--- src/rtl/if_stage_if.sv ---
// Instruction-memory port between the fetch stage (master) and the instruction ROM (slave).
// The ROM read is combinational: imem_rdata follows imem_addr within the same cycle.
interface if_stage_if #(
    parameter int IMEM_AW = 10
);
    logic [IMEM_AW-1:0] imem_addr;
    logic [31:0]        imem_rdata;

    modport master (output imem_addr, input  imem_rdata);
    modport slave  (input  imem_addr, output imem_rdata);
endinterface

--- src/rtl/if_stage.sv ---
// Fetch stage: PC register, instruction-ROM addressing and the IF/ID pipeline register.
// Redirect priority is taken branch > stall > jump > sequential fetch.
module if_stage #(
    parameter logic [31:0] RESET_PC = 32'h0000_0000,
    parameter int          IMEM_AW  = 10
) (
    input  logic        clk,
    input  logic        rst_n,
    if_stage_if.master  imem,
    input  logic        stall,
    input  logic        jump,
    input  logic [31:0] jump_target,
    input  logic        branch_taken,
    input  logic [31:0] branch_target,
    output logic [31:0] pc,
    output logic [31:0] if_id_instr,
    output logic [31:0] if_id_pc_plus4,
    output logic        if_id_valid,
    output logic [31:0] fetch_count
);

    typedef struct packed {
        logic [31:0] instr;
        logic [31:0] pc_plus4;
        logic        valid;
    } if_id_t;

    // Flushed slot carries sll $0,$0,0 so the ID splitter sees a harmless nop.
    localparam if_id_t IF_ID_BUBBLE = '{instr: 32'h0000_0000, pc_plus4: 32'h0, valid: 1'b0};

    if_id_t      if_id_q;
    logic [31:0] pc_plus4;

    assign pc_plus4       = pc + 32'd4;
    assign imem.imem_addr = pc[IMEM_AW+1:2];

    assign if_id_instr    = if_id_q.instr;
    assign if_id_pc_plus4 = if_id_q.pc_plus4;
    assign if_id_valid    = if_id_q.valid;

    always_ff @(posedge clk or negedge rst_n) begin
        if (!rst_n) begin
            pc          <= RESET_PC;
            if_id_q     <= IF_ID_BUBBLE;
            fetch_count <= 32'd0;
        end else if (branch_taken) begin
            // Oldest redirect: wins over a simultaneous stall or jump.
            pc      <= {branch_target[31:2], 2'b00};
            if_id_q <= IF_ID_BUBBLE;
        end else if (stall) begin
            pc      <= pc;
            if_id_q <= if_id_q;
        end else if (jump) begin
            pc      <= {jump_target[31:2], 2'b00};
            if_id_q <= IF_ID_BUBBLE;
        end else begin
            pc          <= pc_plus4;
            if_id_q     <= '{instr: imem.imem_rdata, pc_plus4: pc_plus4, valid: 1'b1};
            fetch_count <= fetch_count + 32'd1;
        end
    end

endmodule

--- src/flat_wrapper.sv ---
// flat-port wrapper written by rule: the top's interface ports become plain ports
module if_stage_flat 
#(
    parameter logic [31:0] RESET_PC = 32'h0000_0000,
    parameter int          IMEM_AW  = 10
)
  (clk, rst_n, stall, jump, jump_target, branch_taken, branch_target, pc, if_id_instr, if_id_pc_plus4, if_id_valid, fetch_count, imem_imem_addr, imem_imem_rdata);
  if_stage_if #(.IMEM_AW(IMEM_AW)) imem_i ();
  input  logic clk;
  input  logic rst_n;
  input  logic stall;
  input  logic jump;
  input  logic [31:0] jump_target;
  input  logic branch_taken;
  input  logic [31:0] branch_target;
  output logic [31:0] pc;
  output logic [31:0] if_id_instr;
  output logic [31:0] if_id_pc_plus4;
  output logic if_id_valid;
  output logic [31:0] fetch_count;
  output wire logic [$bits(imem_i.imem_addr)-1:0] imem_imem_addr;
  input wire logic [$bits(imem_i.imem_rdata)-1:0] imem_imem_rdata;
  assign imem_imem_addr = imem_i.imem_addr;
  assign imem_i.imem_rdata = imem_imem_rdata;
  if_stage #(.RESET_PC(RESET_PC), .IMEM_AW(IMEM_AW)) u_core (.clk(clk), .rst_n(rst_n), .imem(imem_i), .stall(stall), .jump(jump), .jump_target(jump_target), .branch_taken(branch_taken), .branch_target(branch_target), .pc(pc), .if_id_instr(if_id_instr), .if_id_pc_plus4(if_id_pc_plus4), .if_id_valid(if_id_valid), .fetch_count(fetch_count));
endmodule
--- config.mk ---
export PLATFORM = sky130hd
export DESIGN_NAME = if_stage_flat
export DESIGN_NICKNAME = d
export VERILOG_FILES = /design/src/rtl/if_stage_if.sv /design/src/rtl/if_stage.sv /design/src/flat_wrapper.sv
export SDC_FILE = /design/constraint.sdc
export NUM_CORES = 1
export LEC_CHECK = 0
export CORE_MARGIN = 5
export CORE_UTILIZATION = 40
export CTS_CLUSTER_DIAMETER = 100
export CTS_CLUSTER_SIZE = 8
export DETAILED_ROUTE_END_ITERATION = 6
export DONT_BUFFER_PORTS = 1
export SYNTH_ARGS = -nofsm -noshare
export SYNTH_HDL_FRONTEND = slang
export SYNTH_SLANG_ARGS = --single-unit
--- constraint.sdc ---
create_clock -name clk -period 2.4 [get_ports clk]
set_clock_uncertainty 0.05 [all_clocks]
set_input_delay 0.24 -clock clk [delete_from_list [all_inputs] [get_ports clk]]
set_output_delay 0.24 -clock clk [all_outputs]
set_load 0.02 [all_outputs]
* Yosys cells after proc, flatten, opt, wreduce, memory -nomap -nowiden
Cells that the tools add are included.
Cells by class: add/subtract/negate cells 2, equal/unequal tests 1, mux-type cells 6, bitwise logic cells 3, reduce and logical (&&, ||, !) cells 1
Operators by type and width (number):
- 65-bit 2-to-1 mux | 3
- 32-bit 2-to-1 mux | 3
- 32-bit by 1-bit adder with 32-bit output (second input constant) | 1
- 32-bit by 3-bit adder with 32-bit output (second input constant) | 1
- 1-bit inverter | 3
- 3-bit AND reduction | 1
- 2-bit by 1-bit inequality test with 1-bit output (second input constant) | 1
Word-level totals: flip-flop bits (word level) 129, bits of input ports 101, output and inout bits 139, logic and storage cells 18

* Longest topological paths before layout
depth in word-level cells 4, depth in mapped cells 8, depth with buffers taken out 6

* Least setup slack after synthesis
Ideal clock, no wire load.
path kind register -> register, start register u_core.pc[2], end register u_core.pc[28], setup time 126 ps, data arrival time 2023 ps, required time 2224 ps, slack 201 ps, cell stages (with the launch flop) 7, path buffers 0, clock period less this slack 2199 ps, path through dfrtp_1 ha_1 nand2_1 or3_1 nor3b_1 xor2_1 a221o_1
Between the ends: cells in the longest elaborated chain, start to end 4
RTL lines:
- from (decl) | RTL line if_stage.sv:15 | output logic [31:0] pc,
- from (signal assigned) | RTL line if_stage.sv:48 | pc <= {branch_target[31:2], 2'b00};
- from (signal assigned) | RTL line if_stage.sv:51 | pc <= pc;
- from (signal assigned) | RTL line if_stage.sv:54 | pc <= {jump_target[31:2], 2'b00};
- 32-bit by 3-bit adder with 32-bit output | RTL line if_stage.sv:34 | assign pc_plus4 = pc + 32'd4;
- 32-bit 2-to-1 mux | RTL line if_stage.sv:53 | end else if (jump) begin
- 32-bit 2-to-1 mux | RTL line if_stage.sv:50 | end else if (stall) begin
- 32-bit 2-to-1 mux | RTL line if_stage.sv:46 | end else if (branch_taken) begin
Every way passes these cells. The select of a mux whose other input is x is not followed. A chain may end at the register's enable or synchronous reset.

* Final worst setup path
start register u_core.pc[3], end register u_core.pc[12]
Same word-level chain as after synthesis.

==> metrics <==
Slew Viols, Final=0; yosys warns=0; Final Util=between 50% and 60%; vias in the first global route=5210; number of flops mapped to enable cells by yosys=0; reg2reg path depth=7; Worst R2R Start=u_core.pc[3]; Synth area leader=dfrtp_1; Max FO, Critical Path=5; Sum Neg Setup Slack=0 ns; placed cell count=slightly below 800; Lkg Pwr=~0.0034 µW; # fillers=1352; Post-route DRC=0; Initial Utilization=approximately two fifths; top_reg_cell synth=dfrtp_1; register area share after synthesis=a little over half; Die X=133 µm; Core ar.=15000 µm²; max-cap viol count=0; area of the multi-input gates=~2600 µm²; Reg2Reg Setup Slack=approximately 0.17 ns; # hold bufs at CTS=76; fin crit share=just over 90%; IO Pins=240; CTS sink count=between 100 and 150; drt pass-1 iters=5; Compound-Gate Fraction of Synth Area=about 15%; fraction of registers with async set/reset=100%; routability cong.=0.787; clock root buffer=clkbuf_16; simple-gate share of the synthesized area=between 10% and 20%; post-DP HPWL=12000 µm; Setup Viol. Count Final=0; Resized cells post-CTS=0; die area=~18000 µm²; drt initial violations=approximately 210; Post-Synth Adder-Cell Area=0.413%; share of the synthesized area in the top cell type=a little over half; clk buf depth=2; vias=5048; Setup Buffers After CTS=0; worst-margin pin slew=0.635 ns; Final Critical Period=about 2.2 ns; Worst slew margin=a little under three fifths; Setup WS pre-CTS=between 0.2 and 0.25 ns; share of layout cells above drive strength 1=between 10% and 20%; Layout Cells excl Fill=900; Die Ht=approximately 130 µm; Tot GR Track Use=20.5%; Mapped Cells=between 600 and 700; area delta synth->final=27.6%; H-tree levels=4; worst min-delay path class=input pin to async pin; RSZ-0062 raised after global routing=false; RR Endpoint=u_core.pc[12]; Synth Register Bits=between 100 and 150; CTS clk-pin slew, worst paths=approximately 0.060 ns; initial antenna violation count=1; Peak supply drop=0.000464 V; final net count=about 800; Synth cell types=between 40 and 50; status=finished, violations left; Tot Pwr=about 6000 µW; PD cells=between 700 and 800 nW/µm²; total grt overflow=0; final setup margin=around 0.17 ns; Critical Path End Type=flop; Worst setup SP type=flop; Placement Rows=45; ANT nets after route=0; largest family of logic cells by synthesized area=simple AND/OR/NAND/NOR gates; Routed WL per cell=about 20 µm; max frequency=0.448 GHz; mux share of post-synthesis cell area=roughly 1.1%; Synth Area in XOR/XNOR=approximately 8.0%; total wire length=between 15000 and 20000 µm; WHS=-0.529 ns; Worst-Skew Late Latency=roughly 0.41 ns; syn_area_per_cell=~9.8 µm²; CTS tree=yes; Via density=about 5.6; Post-Syn Area=roughly 6100 µm²; register area=about 3200 µm²; worst setup path category=flop to flop; violated checks=negative hold slack; PortBufs=0; Arr. time, crit path=2.48 ns; CTS buffer count=17; first-pass GRT wire length=about 29000 µm; largest net degree at the start of global routing=approximately 130; Worst Path Required=roughly 2.7 ns; Final Hold Fails=approximately 130; top cells by area, synth=dfrtp_1 52%, nand2_1 6.4%, a22o_1 5.1%
[report_power, final]
part	switching [µW]	internal, µW	total (µW)
clock network	973	1770	2740
registers	230	2260	2490
logic	415	338	752
total	1620	4370	5980
[routing by layer]
layer,wire (µm),track usage (%)
met2,8740,33.7
met5,0,0
met4,395,7.22
met1,7240,24.3
met3,1840,8.37
[cells in the mapped netlist, drive strengths merged (2+ instances only)]
library cell,count
a22o,35
and4,7
nor3,7
nor3b,2
nand3b,3
dfrtp,126
o31a,3
nand4,13
nand2,103
o211ai,5
or2,2
nor4,10
mux2,4
or3,4
xnor2,35
o221ai,14
nor2,43
o21ai,37
nand3,22
o21bai,2
mux2i,2
a21oi,33
and3,8
and2,4
inv,7
o2bb2ai,2
clkbuf,30
nor2b,5
buf,23
ha,2
xor2,20
[kinds of logic after synthesis]
group                      after synthesis
AOI/OAI and AO/OA                      134
adders and majority gates                2
DFF                                    126
muxes                                    6
and+or+nand+nor                        235
xor gates and xnor gates                55
other                                    1
buffers and inverters                   60
[critical path, cell delays in order (launching register included)]
cell and delay (ns):
dfrtp_1 0.39, ha_1 0.27, nand2_1 0.09, buf_4 0.16, nor3_1 0.27, xnor2_1 0.19, o221ai_1 0.13, dlygate4sd3_1 0.58
[worst max-delay path by stage]
stage	startpoint	endpoint	slack (ns)	cells after the start
after floorplan	u_core.pc[2]	u_core.pc[28]	0.20	6
after global placement	u_core.pc[2]	u_core.pc[29]	0.27	6
after detailed placement	u_core.pc[2]	u_core.pc[25]	0.23	6
after CTS	u_core.pc[3]	u_core.pc[12]	0.18	7
after global routing	u_core.pc[2]	u_core.pc[25]	0.04	6
final	u_core.pc[3]	u_core.pc[12]	0.17	7
[area by class of cell]
class / instances / share of cell area (%)
tap: 188 / 3.05
clock inverter: 13 / 2.43
antenna: 1 / 0.0324
clock buffer: 19 / 5.73
timing repair buffer: 112 / 13.6
multi-input combinational: 434 / 34.0
inverter: 7 / 0.340
sequential: 126 / 40.8
[sequential cells by signal, summed over array words and instances, names as in the netlist]
register / cells
u_core.fetch_count: 32
u_core.if_id_instr: 32
u_core.if_id_pc_plus4: 31
u_core.if_id_valid: 1
u_core.pc: 30
[through the flow]
stage	hold slack [ns]	instance area, µm²
CTS	-0.547	7720
global placement	-0.102	6320
floorplan	-0.106	6060
detailed placement	-0.102	6320
global route	-0.556	7720
finish	-0.529	7720
[layout by cell type, fill, tap and decap left out, types with 5 or more instances in the layout]
master         instances
nor2_1                43
nand2_1              103
o21ai_0               35
and3_1                 8
xnor2_1               35
dlygate4sd3_1         75
xor2_1                20
nor3_1                 6
nand4_1               13
nand3_1               22
clkbuf_16             17
a22o_1                35
nor4_1                 9
a21oi_1               33
inv_1                  7
dfrtp_1              126
and4_1                 7
o221ai_1              14
o211ai_1               5
buf_4                 35
Power figures use the tool's default switching activity.
